[src/rtl/prog_freq_gen_if.sv]
// ---------------------------------------------------------------------------
// prog_freq_gen_if
//
// Purpose: bundles the control inputs and measurement outputs of the
// programmable square/PWM generator so the generator and its driver share one
// port object.  Clock and reset are not part of the bundle.
//
// Signals:
//   i_Enable        level; rising edge starts a run, low requests a stop
//   i_Load          one-cycle strobe capturing i_Period / i_High
//   i_Period        period in clocks (CNT_W bits)
//   i_High          high time in clocks (CNT_W bits)
//   i_Burst_Count   periods per run, 0 = continuous (BURST_W bits)
//   o_Freq_Out      generated waveform
//   o_Period_Tick   one-cycle pulse on the first cycle of every period
//   o_Busy          high while running or finishing a graceful stop
//   o_Done          one-cycle pulse when a burst or graceful stop completes
//   o_Load_Pending  shadow values captured but not yet active
//   o_Freq_Out_N    dead-time complementary output (FREQ_GEN_COMPLEMENT_EN)
//
// Modports: master drives the inputs (stimulus / host side), slave is the
// generator itself.
// Optional macro: FREQ_GEN_COMPLEMENT_EN adds o_Freq_Out_N.
// ---------------------------------------------------------------------------
interface prog_freq_gen_if #(
  parameter int CNT_W   = 24,
  parameter int BURST_W = 16
);

  logic               i_Enable;
  logic               i_Load;
  logic [CNT_W-1:0]   i_Period;
  logic [CNT_W-1:0]   i_High;
  logic [BURST_W-1:0] i_Burst_Count;
  logic               o_Freq_Out;
  logic               o_Period_Tick;
  logic               o_Busy;
  logic               o_Done;
  logic               o_Load_Pending;
`ifdef FREQ_GEN_COMPLEMENT_EN
  logic               o_Freq_Out_N;

  modport master (
    output i_Enable, i_Load, i_Period, i_High, i_Burst_Count,
    input  o_Freq_Out, o_Period_Tick, o_Busy, o_Done, o_Load_Pending,
           o_Freq_Out_N
  );

  modport slave (
    input  i_Enable, i_Load, i_Period, i_High, i_Burst_Count,
    output o_Freq_Out, o_Period_Tick, o_Busy, o_Done, o_Load_Pending,
           o_Freq_Out_N
  );
`else
  modport master (
    output i_Enable, i_Load, i_Period, i_High, i_Burst_Count,
    input  o_Freq_Out, o_Period_Tick, o_Busy, o_Done, o_Load_Pending
  );

  modport slave (
    input  i_Enable, i_Load, i_Period, i_High, i_Burst_Count,
    output o_Freq_Out, o_Period_Tick, o_Busy, o_Done, o_Load_Pending
  );
`endif

endinterface

[src/rtl/prog_freq_gen.sv]
// ---------------------------------------------------------------------------
// prog_freq_gen
//
// Purpose: programmable square/PWM generator.  Period and high time are
// runtime-loadable in system-clock cycles; runs continuously or for N periods
// (burst), supports a graceful stop, and applies reloads only at period
// boundaries so the waveform never glitches.
//
// Ports:
//   i_Clk    system clock
//   i_Reset  asynchronous, active-high reset
//   bus      prog_freq_gen_if.slave: enable/load/period/high/burst inputs and
//            freq/tick/busy/done/load-pending outputs
//
// Optional macro: FREQ_GEN_COMPLEMENT_EN adds the dead-time complementary
// output o_Freq_Out_N and the DEAD_CLKS parameter.
//
// All outputs are flops (or decoded directly from the state flop), so there
// is no combinational path from any input to any output.
// ---------------------------------------------------------------------------
module prog_freq_gen #(
  parameter int CNT_W      = 24,
  parameter int BURST_W    = 16,
  parameter int DEF_PERIOD = 25000,
  parameter int DEF_HIGH   = 12500
`ifdef FREQ_GEN_COMPLEMENT_EN
  , parameter int DEAD_CLKS = 2
`endif
) (
  input  logic           i_Clk,
  input  logic           i_Reset,
  prog_freq_gen_if.slave bus
);

  localparam logic [1:0] ST_IDLE     = 2'd0;
  localparam logic [1:0] ST_RUN      = 2'd1;
  localparam logic [1:0] ST_STOPPING = 2'd2;
  localparam logic [1:0] ST_DONE     = 2'd3;

  localparam logic [CNT_W-1:0] DEF_P   = CNT_W'(DEF_PERIOD);
  localparam logic [CNT_W-1:0] DEF_H   = CNT_W'(DEF_HIGH);
  localparam logic [CNT_W-1:0] MIN_P   = CNT_W'(2);
  localparam logic [CNT_W-1:0] CNT_ONE = CNT_W'(1);

  logic [1:0]         state_q,    state_d;
  logic [CNT_W-1:0]   cnt_q,      cnt_d;
  logic [CNT_W-1:0]   per_q,      per_d;
  logic [CNT_W-1:0]   high_q,     high_d;
  logic [CNT_W-1:0]   shd_per_q,  shd_per_d;
  logic [CNT_W-1:0]   shd_high_q, shd_high_d;
  logic               pend_q,     pend_d;
  logic               en_q,       en_d;
  logic [BURST_W-1:0] burst_lim_q, burst_lim_d;
  logic [BURST_W-1:0] burst_cnt_q, burst_cnt_d;
  logic               freq_q,     freq_d;
  logic               tick_q,     tick_d;
  logic               done_q,     done_d;
`ifdef FREQ_GEN_COMPLEMENT_EN
  logic               comp_q,     comp_d;
`endif

  logic [CNT_W-1:0]   load_per;
  logic [BURST_W-1:0] burst_next;
  logic               busy;
  logic               busy_d;
  logic               wrap;
  logic               burst_hit;

  always_comb begin
    state_d     = state_q;
    cnt_d       = cnt_q;
    per_d       = per_q;
    high_d      = high_q;
    shd_per_d   = shd_per_q;
    shd_high_d  = shd_high_q;
    pend_d      = pend_q;
    en_d        = bus.i_Enable;
    burst_lim_d = burst_lim_q;
    burst_cnt_d = burst_cnt_q;
    done_d      = 1'b0;

    // Periods shorter than 2 clocks cannot show both levels, so clamp.
    // H=0 and H>=P need no clamp: cnt<H is then never / always true.
    load_per   = (bus.i_Period < MIN_P) ? MIN_P : bus.i_Period;
    busy       = (state_q == ST_RUN) || (state_q == ST_STOPPING);
    wrap       = busy && (cnt_q == (per_q - CNT_ONE));
    burst_next = burst_cnt_q + BURST_W'(1);
    burst_hit  = wrap && (burst_lim_q != '0) && (burst_next == burst_lim_q);

    // While idle a load takes effect straight away; while running it waits
    // in the shadow so the current period is never cut short or stretched.
    if (bus.i_Load) begin
      if (busy) begin
        shd_per_d  = load_per;
        shd_high_d = bus.i_High;
        pend_d     = 1'b1;
      end else begin
        per_d  = load_per;
        high_d = bus.i_High;
      end
    end

    // The transfer uses the shadow as it stood before this edge, so a load
    // arriving on the wrap cycle itself stays pending for the next wrap.
    if (wrap && pend_q) begin
      per_d  = shd_per_q;
      high_d = shd_high_q;
      pend_d = bus.i_Load;
    end

    case (state_q)
      ST_IDLE: begin
        if (bus.i_Enable && !en_q) begin
          state_d     = ST_RUN;
          cnt_d       = '0;
          burst_cnt_d = '0;
          burst_lim_d = bus.i_Burst_Count;
        end
      end

      ST_RUN, ST_STOPPING: begin
        if (wrap) begin
          cnt_d       = '0;
          burst_cnt_d = burst_next;
          // A completed burst outranks a pending stop; both end in one pulse.
          if (burst_hit) begin
            state_d = ST_DONE;
            done_d  = 1'b1;
          end else if (!bus.i_Enable) begin
            if (state_q == ST_STOPPING) begin
              state_d = ST_IDLE;
              done_d  = 1'b1;
            end else begin
              state_d = ST_STOPPING;
            end
          end else begin
            state_d = ST_RUN;
          end
        end else begin
          cnt_d   = cnt_q + CNT_ONE;
          state_d = bus.i_Enable ? ST_RUN : ST_STOPPING;
        end
      end

      ST_DONE: begin
        if (!bus.i_Enable) begin
          state_d = ST_IDLE;
        end
      end

      default: begin
        state_d = ST_IDLE;
      end
    endcase

    // Waveform flops are computed from next-cycle count and active values so
    // they line up with cnt, including the first cycle after a reload.
    busy_d = (state_d == ST_RUN) || (state_d == ST_STOPPING);
    freq_d = busy_d && (cnt_d < high_d);
    tick_d = busy_d && (cnt_d == '0);
`ifdef FREQ_GEN_COMPLEMENT_EN
    // One extra bit of headroom so H+DEAD and cnt+DEAD cannot overflow and
    // P-DEAD never underflows; an empty window simply never matches.
    comp_d = busy_d
          && (({1'b0, high_d} + (CNT_W+1)'(DEAD_CLKS)) <= {1'b0, cnt_d})
          && (({1'b0, cnt_d}  + (CNT_W+1)'(DEAD_CLKS)) <  {1'b0, per_d});
`endif
  end

  always_ff @(posedge i_Clk or posedge i_Reset) begin
    if (i_Reset) begin
      state_q     <= ST_IDLE;
      cnt_q       <= '0;
      per_q       <= DEF_P;
      high_q      <= DEF_H;
      shd_per_q   <= DEF_P;
      shd_high_q  <= DEF_H;
      pend_q      <= 1'b0;
      en_q        <= 1'b0;
      burst_lim_q <= '0;
      burst_cnt_q <= '0;
      freq_q      <= 1'b0;
      tick_q      <= 1'b0;
      done_q      <= 1'b0;
`ifdef FREQ_GEN_COMPLEMENT_EN
      comp_q      <= 1'b0;
`endif
    end else begin
      state_q     <= state_d;
      cnt_q       <= cnt_d;
      per_q       <= per_d;
      high_q      <= high_d;
      shd_per_q   <= shd_per_d;
      shd_high_q  <= shd_high_d;
      pend_q      <= pend_d;
      en_q        <= en_d;
      burst_lim_q <= burst_lim_d;
      burst_cnt_q <= burst_cnt_d;
      freq_q      <= freq_d;
      tick_q      <= tick_d;
      done_q      <= done_d;
`ifdef FREQ_GEN_COMPLEMENT_EN
      comp_q      <= comp_d;
`endif
    end
  end

  assign bus.o_Freq_Out     = freq_q;
  assign bus.o_Period_Tick  = tick_q;
  assign bus.o_Busy         = busy;
  assign bus.o_Done         = done_q;
  assign bus.o_Load_Pending = pend_q;
`ifdef FREQ_GEN_COMPLEMENT_EN
  assign bus.o_Freq_Out_N   = comp_q;
`endif

endmodule

[src/flat_wrapper.sv]
// flat-port wrapper written by rule: the top's interface ports become plain ports
module prog_freq_gen_flat 
#(
  parameter int CNT_W      = 24,
  parameter int BURST_W    = 16,
  parameter int DEF_PERIOD = 25000,
  parameter int DEF_HIGH   = 12500

)
  (i_Clk, i_Reset, bus_i_Enable, bus_i_Load, bus_i_Period, bus_i_High, bus_i_Burst_Count, bus_o_Freq_Out, bus_o_Period_Tick, bus_o_Busy, bus_o_Done, bus_o_Load_Pending);
  prog_freq_gen_if #(.CNT_W(CNT_W), .BURST_W(BURST_W)) bus_i ();
  input  logic i_Clk;
  input  logic i_Reset;
  input wire logic [$bits(bus_i.i_Enable)-1:0] bus_i_Enable;
  input wire logic [$bits(bus_i.i_Load)-1:0] bus_i_Load;
  input wire logic [$bits(bus_i.i_Period)-1:0] bus_i_Period;
  input wire logic [$bits(bus_i.i_High)-1:0] bus_i_High;
  input wire logic [$bits(bus_i.i_Burst_Count)-1:0] bus_i_Burst_Count;
  output wire logic [$bits(bus_i.o_Freq_Out)-1:0] bus_o_Freq_Out;
  output wire logic [$bits(bus_i.o_Period_Tick)-1:0] bus_o_Period_Tick;
  output wire logic [$bits(bus_i.o_Busy)-1:0] bus_o_Busy;
  output wire logic [$bits(bus_i.o_Done)-1:0] bus_o_Done;
  output wire logic [$bits(bus_i.o_Load_Pending)-1:0] bus_o_Load_Pending;
  assign bus_i.i_Enable = bus_i_Enable;
  assign bus_i.i_Load = bus_i_Load;
  assign bus_i.i_Period = bus_i_Period;
  assign bus_i.i_High = bus_i_High;
  assign bus_i.i_Burst_Count = bus_i_Burst_Count;
  assign bus_o_Freq_Out = bus_i.o_Freq_Out;
  assign bus_o_Period_Tick = bus_i.o_Period_Tick;
  assign bus_o_Busy = bus_i.o_Busy;
  assign bus_o_Done = bus_i.o_Done;
  assign bus_o_Load_Pending = bus_i.o_Load_Pending;
  prog_freq_gen #(.CNT_W(CNT_W), .BURST_W(BURST_W), .DEF_PERIOD(DEF_PERIOD), .DEF_HIGH(DEF_HIGH)) u_core (.i_Clk(i_Clk), .i_Reset(i_Reset), .bus(bus_i));
endmodule
[config.mk]
export PLATFORM = sky130hd
export DESIGN_NAME = prog_freq_gen_flat
export DESIGN_NICKNAME = d
export VERILOG_FILES = /design/src/rtl/prog_freq_gen_if.sv /design/src/rtl/prog_freq_gen.sv /design/src/flat_wrapper.sv
export SDC_FILE = /design/constraint.sdc
export NUM_CORES = 1
export LEC_CHECK = 0
export ABC_AREA = 1
export CORE_MARGIN = 3
export CORE_UTILIZATION = 32
export CTS_BUF_LIST = sky130_fd_sc_hd__clkbuf_16
export CTS_CLUSTER_DIAMETER = 60
export DETAILED_ROUTE_END_ITERATION = 16
export GPL_TIMING_DRIVEN = 0
export PLACE_DENSITY_LB_ADDON = 0.12
export SETUP_SLACK_MARGIN = 0.02
export SLEW_MARGIN = 20
export SYNTH_ARGS = -nofsm -noshare
export SYNTH_HDL_FRONTEND = slang
export SYNTH_SLANG_ARGS = --single-unit
[constraint.sdc]
create_clock -name i_Clk -period 14.1 [get_ports i_Clk]
set_clock_uncertainty 0.1 [all_clocks]
set_input_delay 1.41 -clock i_Clk [delete_from_list [all_inputs] [get_ports i_Clk]]
set_output_delay 1.41 -clock i_Clk [all_outputs]
set_load 0.02 [all_outputs]
---- Yosys cells after proc, flatten, opt, wreduce, memory -nomap -nowiden ----
Index checks and enable logic that the tools add are counted.
storage, ports and cells
  bits in registers ....................... 159
cells by class
  add/sub/neg operators ................... 3
  magnitude comparators ................... 2
  equal/unequal tests ..................... 10
  muxes and demuxes ....................... 29
  reduce and logical (&&, ||, !) cells .... 22
operator list
  operator                 number
  $mux W24                 9
  $pmux W24 S2             1
  $mux W16                 2
  $pmux W16 S2             1
  $add A24 B1 Y24 const B  1
  $eq A24 B24 Y1           1
  $logic_not A24 Y1        1
  $lt A24 B2 Y1 const B    1
  $lt A24 B24 Y1           1
  $sub A24 B1 Y24 const B  1
  $add A16 B1 Y16 const B  1
  $eq A16 B16 Y1           1
  $reduce_bool A16 Y1      1
  $mux W2                  7
  $mux W1                  8
  $reduce_and A2 Y1        4
  $logic_and A1 B1 Y1      7
  $eq A2 B2 Y1 const B     3
  $ne A2 B1 Y1 const B     3
  $pmux W2 S3              1
  $reduce_bool A2 Y1       3
  $eq A2 B1 Y1 const B     2
  $reduce_and A3 Y1        1
  $logic_not A2 Y1         1
  3 further kinds          4

---- Longest topological paths before layout ----
Gate-level depths: netlist of run 1.
  depth in word-level cells ............... 11
  mapped depth ............................ 28
  mapped depth without buffers ............ 27

---- Worst setup path before layout of run 1 ----
OpenSTA, ideal clock, no wires.
  path type ............................... input port to flip-flop
  start point ............................. input port bus_i_Enable
  end point ............................... register u_core.freq_q, in the netlist u_core.bus.o_Freq_Out
  library setup time ...................... 77 ps
  arrival ................................. 3,499 ps
  required time ........................... 13,923 ps
  path slack .............................. 10,424 ps
  stages .................................. 14
  path buffers ............................ 1
  cell sequence ........................... inv_1 nor2_1 nor2_1 nor2_1 clkbuf_1 o22ai_1 ha_1 a21oi_1 o21ai_0 a21oi_1 o21ai_0 a2111oi_0 nand3_1 a21oi_1
between the ends
  elaborated cells on any way between the ends .. 15
  classes of those cells .................. 1 x order compare; 2 x eq/ne; 9 x mux; 3 x reduce/logical
RTL lines
  what                        line                  text
  from (decl)                 flat_wrapper.sv:14    input wire logic [$bits(bus_i.i_Enable)-1:0] bus_i_Enable;
  $logic_and A1 B1 Y1         prog_freq_gen.sv:113  if (bus.i_Enable && !en_q) begin
  $mux W24                    prog_freq_gen.sv:113
  $pmux W24 S2                prog_freq_gen.sv:111  case (state_q)
  named net u_core.cnt_d[11]  prog_freq_gen.sv:46   logic [CNT_W-1:0] cnt_q, cnt_d;
  $lt A24 B24 Y1              prog_freq_gen.sv:159  freq_d = busy_d && (cnt_d < high_d);
  $logic_and A1 B1 Y1         prog_freq_gen.sv:159
  named net u_core.freq_d     prog_freq_gen.sv:55   logic freq_q, freq_d;
  to (signal assigned)        prog_freq_gen.sv:199  freq_q <= freq_d;
  to (decl)                   prog_freq_gen.sv:55
The timed path passes the listed nets, and every way through them passes these cells.
A chain may end at the register's enable or synchronous reset.

---- Worst setup path in the final report of run 1 ----
Ends and elaborated chain as after synthesis.

==> results_dict.tcl, run 1 <==
set metrics [dict create \
    arrival_ps 4920 \
    layout.nets 1499 \
    detail_route.wl_per_cell_um 16.2 \
    gp_congestion 0.932 \
    syn_inst 1310 \
    viasPerCell 4.81 \
    cts_buffers 17 \
    intPower_mw 1.28 \
    diodes 0 \
    finalMaxSlewViolations 0 \
    clk_pin_slew_ps 70 \
    wl_met1_um 14200 \
    p_clk_share_pct 19.8 \
    fp.dieArea_um2 32500 \
    hold_viol_final 0 \
    p_per_area_nw_per_um2 204 \
    die_w_um 180 \
    grt_pass1_wl_um 46900 \
    power.switching_mw 1.08 \
    grt_pass1_vias 8573 \
    synthTopCellsByArea "dfrtp_1, nand2_1, inv_1" \
    p_sw_share_pct 45.7 \
    overflow 0 \
    holdBufCountCts 0 \
    period_share_pct 33.1 \
    criticalPathCategory "input port to register" \
    yosysTopAreaCellShare_pct 34.7 \
    peakVddDrop_mv 0.0996 \
    worst_pin_slew_ps 668 \
    cts_root_buf "clkbuf_16" \
    clock_latency_ps 440 \
    syn_area_um2 9730 \
    area_growth_syn_to_layout_pct 18.7 \
    worst_setup_path_start_kind "input port" \
    max_cap_viol_count 0 \
    final_common_cell "nand2_1" \
    die_h_um 180 \
    post_cts_buffers 0 \
    final_cell_mix "nand2_1, inv_1, dfrtp_1" \
    met3_length_um 944 \
    ys_ff_latch 159 \
    first_iter_violations 530 \
    cts.path.max_buffers 2 \
    io_buffers 72 \
    cts_resized 0 \
    ys_seq_area_share_pct 41.2 \
    synth_nets 1407 \
    tns_ps 0 \
    via_count 8689 \
    finalPower_mw 2.35 \
    route.detailed.drc 0 \
    antenna_found_initial 0 \
    p_seq_share_pct 33.4 \
    worstPathMaxFanout 10 \
    post-dp-hpwl_um 22700 \
    rsz0062_at_grt "false" \
    min_path_cells 2 \
    drt_wl_total_um 29200 \
    min_period_ps 4660 \
    clkSinkCount 159 \
    core_area_um2 29800 \
    ys_warn_count 0 \
    power.combinational.fraction_pct 46.7 \
    ant_nets 0 \
    relSlewSlack_pct 55.5 \
    hold_path.class "register to register" \
    status "finished, final reports clean" \
    setup_viol 0 \
    grt_usage_pct 18.1 \
    ys_types 40 \
    critPathCaptureType "register" \
    reg2regPathDepth 26 \
    first_pass_iters 5 \
    grt_max_degree 85 \
    synth_area_per_cell_um2 7.43 \
    p_leak_nw 5.45 \
    pin_count 73 \
    max_freq_mhz 214 \
    dr_wl_met2_um 13600 \
    drive_gt1_share_pct 7.35 \
    netlist.top_cell.by_area "dfrtp_1" \
    cts_tree "done" \
    htree_num_levels 4 \
    core.rowCount 63 \
    top_layer_used "met4" \
    required_ps 14360 \
    initial_core_util_pct 32.7 \
]
-- Yosys cell counts, drive strengths merged --
cell type and instances:
nor2 125, nand2 372, nand3b 5, inv 193, nand3 76, o211ai 16
a2111oi 1, clkinv 1, dfrtp 135, and2 2, xor2 43, o22ai 27
nor4 7, or2 1, nand4 23, mux2 9, ha 29, nor3 18
xnor2 15, xnor3 2, clkbuf 30, o221ai 15, buf 10, a21oi 24
dfstp 24, a22oi 1, o21ai 105, a211oi 1
-- worst max-delay path: stages --
cell and delay [ps]:
clkdlybuf4s50_1 540, inv_1 70, nor2_1 180, nor2_1 90, nor2_1 480, clkbuf_1 480, o22ai_1 240, ha_1 350
a21oi_1 140, o21ai_0 100, a21oi_1 130, o21ai_0 80, a2111oi_0 340, nand3_1 140, a21oi_1 150
-- metal layers --
layer  global-route usage, %  vias up
li1                        -     4404
met1                    25.2     4109
met5                       0        -
met3                    2.81       18
met2                    29.4      158
met4                    5.13        0
-- cells by family after synthesis --
logic type / after synthesis / share of synthesized area (%)
multiplexers: 9 / 1.04
buffers and inverters: 234 / 9.31
AO/OA/AOI/OAI: 190 / 11.2
flip-flops: 159 / 41.2
XOR/XNOR: 60 / 5.68
adder cells (fa/ha/maj): 29 / 3.73
AND/OR/NAND/NOR: 629 / 27.8
-- metrics by stage --
step	hold WS [ps]	cell area (um^2)	instances	utilization (%)	setup WS (ps)
2_1_floorplan	348	9730	1310	-	8340
3_3_place_gp	362	10900	1772	36.7	5490
3_5_place_dp	369	11000	1773	36.8	8990
4_1_cts	387	11600	1805	38.8	9440
5_1_grt	405	11600	1805	38.8	8810
6_report	381	11600	1805	38.8	9440
-- power groups by stage --
stage                     clock network [mW]  logic, mW  registers (mW)
final                                  0.467       1.10           0.787
after global routing                   0.500       1.26           0.806
after CTS                              0.481       1.11           0.784
after detailed placement                   0       1.10           0.791
after global placement                     0       1.09           0.791
after floorplan                            0      0.792           0.747
-- path summary, 6_finish.rpt --
path / start / to / slack [ps]
max: bus_i_Enable / u_core.bus.o_Freq_Out$_DFF_PP0_ / 9440
min: u_core.shd_high_q[19]$_DFFE_PP0P_ / u_core.shd_high_q[19]$_DFFE_PP0P_ / 380
min in group asynchronous: i_Reset / u_core.per_q[6]$_DFFE_PP0P_ / 1360
max in group asynchronous: i_Reset / u_core.high_q[12]$_DFF_PP1_ / 11660
min reg2reg: u_core.shd_high_q[19]$_DFFE_PP0P_ / u_core.shd_high_q[19]$_DFFE_PP0P_ / 380
max reg2reg: u_core.per_q[6]$_DFFE_PP0P_ / u_core.bus.o_Freq_Out$_DFF_PP0_ / 9500
-- state kept, by name, indices dropped and copies added, names as in the netlist --
signal	flops
u_core.burst_cnt_q	16
u_core.burst_lim_q	16
u_core.bus.o_Done	1
u_core.bus.o_Freq_Out	1
u_core.bus.o_Load_Pending	1
u_core.bus.o_Period_Tick	1
u_core.cnt_q	24
u_core.en_q	1
u_core.high_q	24
u_core.per_q	24
u_core.shd_high_q	24
u_core.shd_per_q	24
u_core.state_q	2
-- final cells by class --
cell class              instances  area, um^2
multi-input cells             917        4820
fillers                      3136       18200
clock inverters                15         155
repair buffers                 73         748
plain buffers                  40         178
clock buffers                  17         425
flip-flops and latches        159        4010
inverters                     194         736
well taps                     390         488
Note: power is estimated with default switching activity, not from simulation.
==> run 2: changes to the inputs <==
==> constraint.sdc (replaced) <==
create_clock -name i_Clk -period 4.5 [get_ports i_Clk]
set_clock_uncertainty 0.1 [all_clocks]
set_input_delay 0.45 -clock i_Clk [delete_from_list [all_inputs] [get_ports i_Clk]]
set_output_delay 0.45 -clock i_Clk [all_outputs]
set_load 0.02 [all_outputs]
==> run 2 against run 1 <==
Critical path depth up 9. Sequential share of layout area down 0.47 points. Non-clock buffer count up 7. Sequential power rose to 3.1 times the previous value. Register-to-register slack worse by 9100 ps. Combinational power rose to 3.2 times the previous value.
==> results_dict.tcl, run 2 (synthesized netlist as in run 1, its figures left out) <==
set metrics [dict create \
    status "finished, final reports clean" \
    first_pass_iters 5 \
    final_cell_mix "nand2_1, inv_1, dfrtp_1" \
    setup_viol 0 \
    min_period_ps 4120 \
    grt_pass1_wl_um 47200 \
    area_growth_syn_to_layout_pct 20.4 \
    intPower_mw 4.03 \
    finalPower_mw 7.42 \
    design_area_um2 11700 \
    cp_slowest_cell "dfrtp_1" \
    crit_buf_inv 4 \
    crit_top_cell "nand2_1" \
    finalMaxSlewViolations 0 \
    max_freq_mhz 243 \
    overflow 0 \
    rsz0062_at_grt "false" \
    critPathCaptureType "register" \
    hold_path.class "input port to asynchronous set/reset pin" \
    post-dp-hpwl_um 23000 \
    p_sw_share_pct 45.7 \
    fp.dieArea_um2 32500 \
    grt_pass1_vias 8601 \
    critical_path_depth 24 \
    grt_max_degree 31 \
    p_leak_nw 5.52 \
    cts_tree "done" \
    cts.path.max_buffers 2 \
    power.combinational.fraction_pct 47.0 \
    power.switching_mw 3.39 \
    p_seq_share_pct 33.3 \
    final_common_cell "nand2_1" \
    core_area_um2 29800 \
    placed_area_um2 11100 \
    htree_num_levels 4 \
    clk_pin_slew_ps 80 \
    via_count 8620 \
    worst_setup_path_start_kind "register" \
    first_iter_violations 488 \
    fillCellCount 3137 \
    viasPerCell 4.76 \
    reg2regPathDepth 24 \
    ant_nets 0 \
    multiInputGateArea_um2 4860 \
    pin_count 73 \
    cts_root_buf "clkbuf_16" \
    io_buffers 72 \
    arrival_ps 4370 \
    cts_buffers 17 \
    p_per_area_nw_per_um2 633 \
    max_cap_viol_count 0 \
    drive_gt1_share_pct 8.23 \
    seqCellArea_um2 4010 \
    worstPathCellList "nor2_1 > nand2_1 > nor2_1 > nand2_1 > xor2_1 > nand2_1 > nor2_1 > nand2_1 > nor2_1 > nand4_1 > buf_4 > inv_1 > clkbuf_4 > nand2_1 > nand2_1 > inv_1 > ha_1 > a21oi_1 > o21ai_0 > a21oi_1 > o21ai_1 > a2111oi_2 > nand3_1 > a21oi_1" \
    crit_family "simple AND/OR/NAND/NOR gates" \
    initial_core_util_pct 32.7 \
    gp_congestion 0.930 \
    peakVddDrop_mv 0.359 \
    layout.nets 1506 \
    route.detailed.drc 0 \
    die_w_um 180 \
    antenna_found_initial 0 \
    die_h_um 180 \
    detail_route.wl_per_cell_um 16.1 \
    period_share_pct 91.6 \
    worstPathMaxFanout 10 \
    criticalPathCategory "register to register" \
    hold_viol_final 0 \
    relSlewSlack_pct 52.5 \
    worst_pin_slew_ps 712 \
    clock_latency_ps 440 \
    grt_usage_pct 18.2 \
    drt_wl_total_um 29200 \
    core.rowCount 63 \
    holdBufCountCts 0 \
    slowest_delay_ps 480 \
    required_ps 4750 \
    p_clk_share_pct 19.7 \
    diodes 0 \
    clkSinkCount 159 \
]
==> run 2: per-layer routing <==
layer | vias to the layer above | global-route usage, % | part of all wire [%]
met3 | 24 | 3.03 | 3.4
met5 | - | 0 | 0
met4 | 0 | 5.04 | 1.8
li1 | 4404 | - | -
met2 | 158 | 29.2 | 46
met1 | 4034 | 25.5 | 49
==> run 2: worst register-to-register path: cells and delay by family (launching register included) <==
family	cells	cell delay [ps]
AND/OR/NAND/NOR	12	1580
adder cells (fa/ha/maj)	1	300
AO/OA/AOI/OAI	6	780
XOR/XNOR	1	210
flip-flops	1	480
buffers and inverters	4	580
==> run 2: final timing paths <==
check / startpoint / endpoint / slack (ps)
min: i_Reset / u_core.per_q[6]$_DFFE_PP0P_ / 270
max in group asynchronous: i_Reset / u_core.shd_high_q[6]$_DFFE_PP1P_ / 2850
min in group i_Clk: u_core.shd_high_q[15]$_DFFE_PP0P_ / u_core.shd_high_q[15]$_DFFE_PP0P_ / 380
max: u_core.per_q[12]$_DFFE_PP0P_ / u_core.bus.o_Freq_Out$_DFF_PP0_ / 380
max reg2reg: u_core.per_q[12]$_DFFE_PP0P_ / u_core.bus.o_Freq_Out$_DFF_PP0_ / 380
min reg2reg: u_core.shd_high_q[15]$_DFFE_PP0P_ / u_core.shd_high_q[15]$_DFFE_PP0P_ / 380
==> run 2: power groups by stage <==
stage	sequential, mW	clock, mW	combinational, mW
after floorplan	2.34	0	2.48
final	2.47	1.46	3.49
after detailed placement	2.48	0	3.46
after global placement	2.48	0	3.42
after CTS	2.46	1.50	3.48
after global routing	2.53	1.56	4.02
==> run 2: cell type report <==
class | instances | area share (%)
Inverter | 194 | 6.25
Multi-Input combinational cell | 917 | 41.5
Clock inverter | 15 | 1.27
Buffer | 39 | 1.54
Clock buffer | 17 | 3.63
Timing Repair Buffer | 81 | 7.43
Tap cell | 390 | 4.16
Sequential cell | 159 | 34.2
==> run 2: metrics by stage <==
| stage | hold WS, ps | utilization, % | setup TNS [ps] | std cells | setup slack (ps) |
|---|---|---|---|---|---|
| finish | 273 | 39.3 | 0 | 1812 | 377 |
| global route | 288 | 39.3 | 0 | 1812 | 23.8 |
| CTS | 269 | 39.1 | 0 | 1812 | 127 |
| detailed placement | 368 | 37.2 | -116 | 1778 | -116 |
| global placement | 361 | 36.7 | -126 | 1772 | -126 |
| floorplan | 348 | - | 0 | 1310 | 999 |
==> run 2: what timing repair did <==
item / CTS / global route
buffers inserted: 2 / 1
pin swaps: 0 / 1
resized for setup: 0 / 21
setup endpoints to repair: 1 / 1
==> run 3: changes to the inputs <==
--- a/config.mk
+++ b/config.mk
@@ -11,8 +11,7 @@
 export CTS_BUF_LIST = sky130_fd_sc_hd__clkbuf_16
 export CTS_CLUSTER_DIAMETER = 60
 export DETAILED_ROUTE_END_ITERATION = 16
-export GPL_TIMING_DRIVEN = 0
-export PLACE_DENSITY_LB_ADDON = 0.12
+export PLACE_DENSITY = 0.58
 export SETUP_SLACK_MARGIN = 0.02
 export SLEW_MARGIN = 20
 export SYNTH_ARGS = -nofsm -noshare
==> run 3 against run 2 <==
Total power decreased by 3.7%. Register-to-register slack improved by 60 ps. Combinational power decreased by 5%. Sequential power about the same. Worst hold slack improved by 110 ps. Via count about the same. Design area shrank 1.8%.
==> results_dict.tcl, run 3 (synthesized netlist as in run 1, its figures left out) <==
set metrics [dict create \
    status "finished, final reports clean" \
    cts.path.max_buffers 2 \
    met3_length_um 1220 \
    cts_buffers 17 \
    fillCellCount 3182 \
    top_layer_used "met4" \
    max_freq_mhz 246 \
    first_iter_violations 609 \
    period_share_pct 90.3 \
    dp.cells 1750 \
    io_buffers 72 \
    hold_viol_final 0 \
    wl_met1_um 13200 \
    core.rowCount 63 \
    peakVddDrop_mv 0.322 \
    antenna_found_initial 0 \
    overflow 0 \
    p_per_area_nw_per_um2 621 \
    core_area_um2 29800 \
    layout.nets 1476 \
    htree_num_levels 4 \
    worst_pin_slew_ps 897 \
    cts_tree "done" \
    finalMaxSlewViolations 0 \
    setup_viol 0 \
    rsz0062_at_grt "false" \
    die_w_um 180 \
    viasPerCell 4.84 \
    post-dp-hpwl_um 21100 \
    holdBufCountCts 0 \
    via_count 8622 \
    min_period_ps 4060 \
    gp_congestion 0.940 \
    p_leak_nw 5.42 \
    route.detailed.drc 0 \
    detail_route.wl_per_cell_um 15.5 \
    ant_nets 0 \
    tns_ps 0 \
    finalPower_mw 7.15 \
    drt_wl_total_um 27600 \
    fp.dieArea_um2 32500 \
    criticalPathCategory "register to register" \
    worstPathMaxFanout 15 \
    worst_setup_path_start_kind "register" \
    grt_pass1_wl_um 44900 \
    max_cap_viol_count 0 \
    drive_gt1_share_pct 8.33 \
    die_h_um 180 \
    diodes 0 \
    grt_max_degree 80 \
    pin_count 73 \
    hold_path.class "register to register" \
    grt_pass1_vias 8417 \
    clk_pin_slew_ps 70 \
    fin_cells 1782 \
    critPathCaptureType "register" \
    clkSinkCount 159 \
    clock_latency_ps 450 \
    final_common_cell "nand2_1" \
    relSlewSlack_pct 40.0 \
    dr_wl_met2_um 12700 \
    arrival_ps 4340 \
    first_pass_iters 6 \
    cts_root_buf "clkbuf_16" \
    required_ps 4770 \
    grt_usage_pct 17.3 \
    area_growth_syn_to_layout_pct 18.1 \
    final_cell_mix "nand2_1, inv_1, dfrtp_1" \
    initial_core_util_pct 32.7 \
]
-- run 3: cell types whose count changed in the layout (fill, tap and decap cells not counted), sizes merged --
cell	previous run	this run
inv	203	196
clkbuf	46	17
clkinvlp	2	9
buf	19	18
-- run 3: per-layer routing --
layer  vias to the layer above  global-route usage (%)
met4                         0                    5.34
met1                      4046                    24.3
li1                       4351                       -
met5                         -                       0
met2                       198                    27.3
met3                        27                    3.25
-- run 3: per-stage QoR --
stage	setup WS (ps)	cell area (um^2)	hold slack, ps	util, %
2_1_floorplan	999	9740	348	-
3_3_place_gp	341	10900	366	36.7
3_5_place_dp	178	10900	370	36.7
4_1_cts	167	11500	384	38.5
5_1_grt	34.2	11500	401	38.6
6_report	435	11500	381	38.6
-- run 3: path summary, 6_finish.rpt --
path                                                            to  slack [ps]                               from  cells after the start
worst min register to register         u_core.high_q[12]$_DFF_PP1_         380  u_core.shd_high_q[12]$_DFFE_PP1P_                      2
min in group asynchronous       u_core.burst_cnt_q[11]$_DFFE_PP0P_         410                            i_Reset                      2
max in group asynchronous          u_core.shd_per_q[7]$_DFFE_PP1P_        2960                            i_Reset                      3
worst max register to register     u_core.bus.o_Freq_Out$_DFF_PP0_         440        u_core.per_q[0]$_DFFE_PP0P_                     24
worst max-delay path               u_core.bus.o_Freq_Out$_DFF_PP0_         440        u_core.per_q[0]$_DFFE_PP0P_                     24
worst min-delay path                   u_core.high_q[12]$_DFF_PP1_         380  u_core.shd_high_q[12]$_DFFE_PP1P_                      2
-- run 3: layout make-up --
cell class	instances	area [um^2]	area share, %
repair buffers	90	881	7.66
multi-input cells	917	4840	42.1
well taps	390	488	4.24
flip-flops and latches	159	4010	34.9
clock inverters	15	125	1.09
inverters	194	736	6.40
clock buffers	17	425	3.70
-- run 3: critical path, cell delays in order, from the launching register on --
cell       delay, ps
dfrtp_1          380
inv_1            140
ha_1             230
inv_1             70
nor2_1            80
nand2_1           60
nor2_2           220
nand3_2          140
o21ai_0          170
nand2_1           80
nand2_1           70
nor2_1            50
nand3_2          100
nor2_4            50
nor2_4           280
nand2_4          200
o22ai_1          250
ha_1             300
a21oi_1          140
o21ai_0          130
a21oi_1          160
o21ai_0          110
a2111oi_2        230
nand3_1          130
a21oi_1          130
-- run 3: power breakdown --
group	internal, mW	leakage (nW)	switching (mW)
registers	2.04	1.96	0.423
logic	1.15	3.20	2.15
clock network	0.756	0.258	0.626
-- run 3: repair_timing --
item | CTS | global route
gates resized for setup | 0 | 5
endpoints found under the setup margin | 0 | 1
setup buffers | 0 | 0
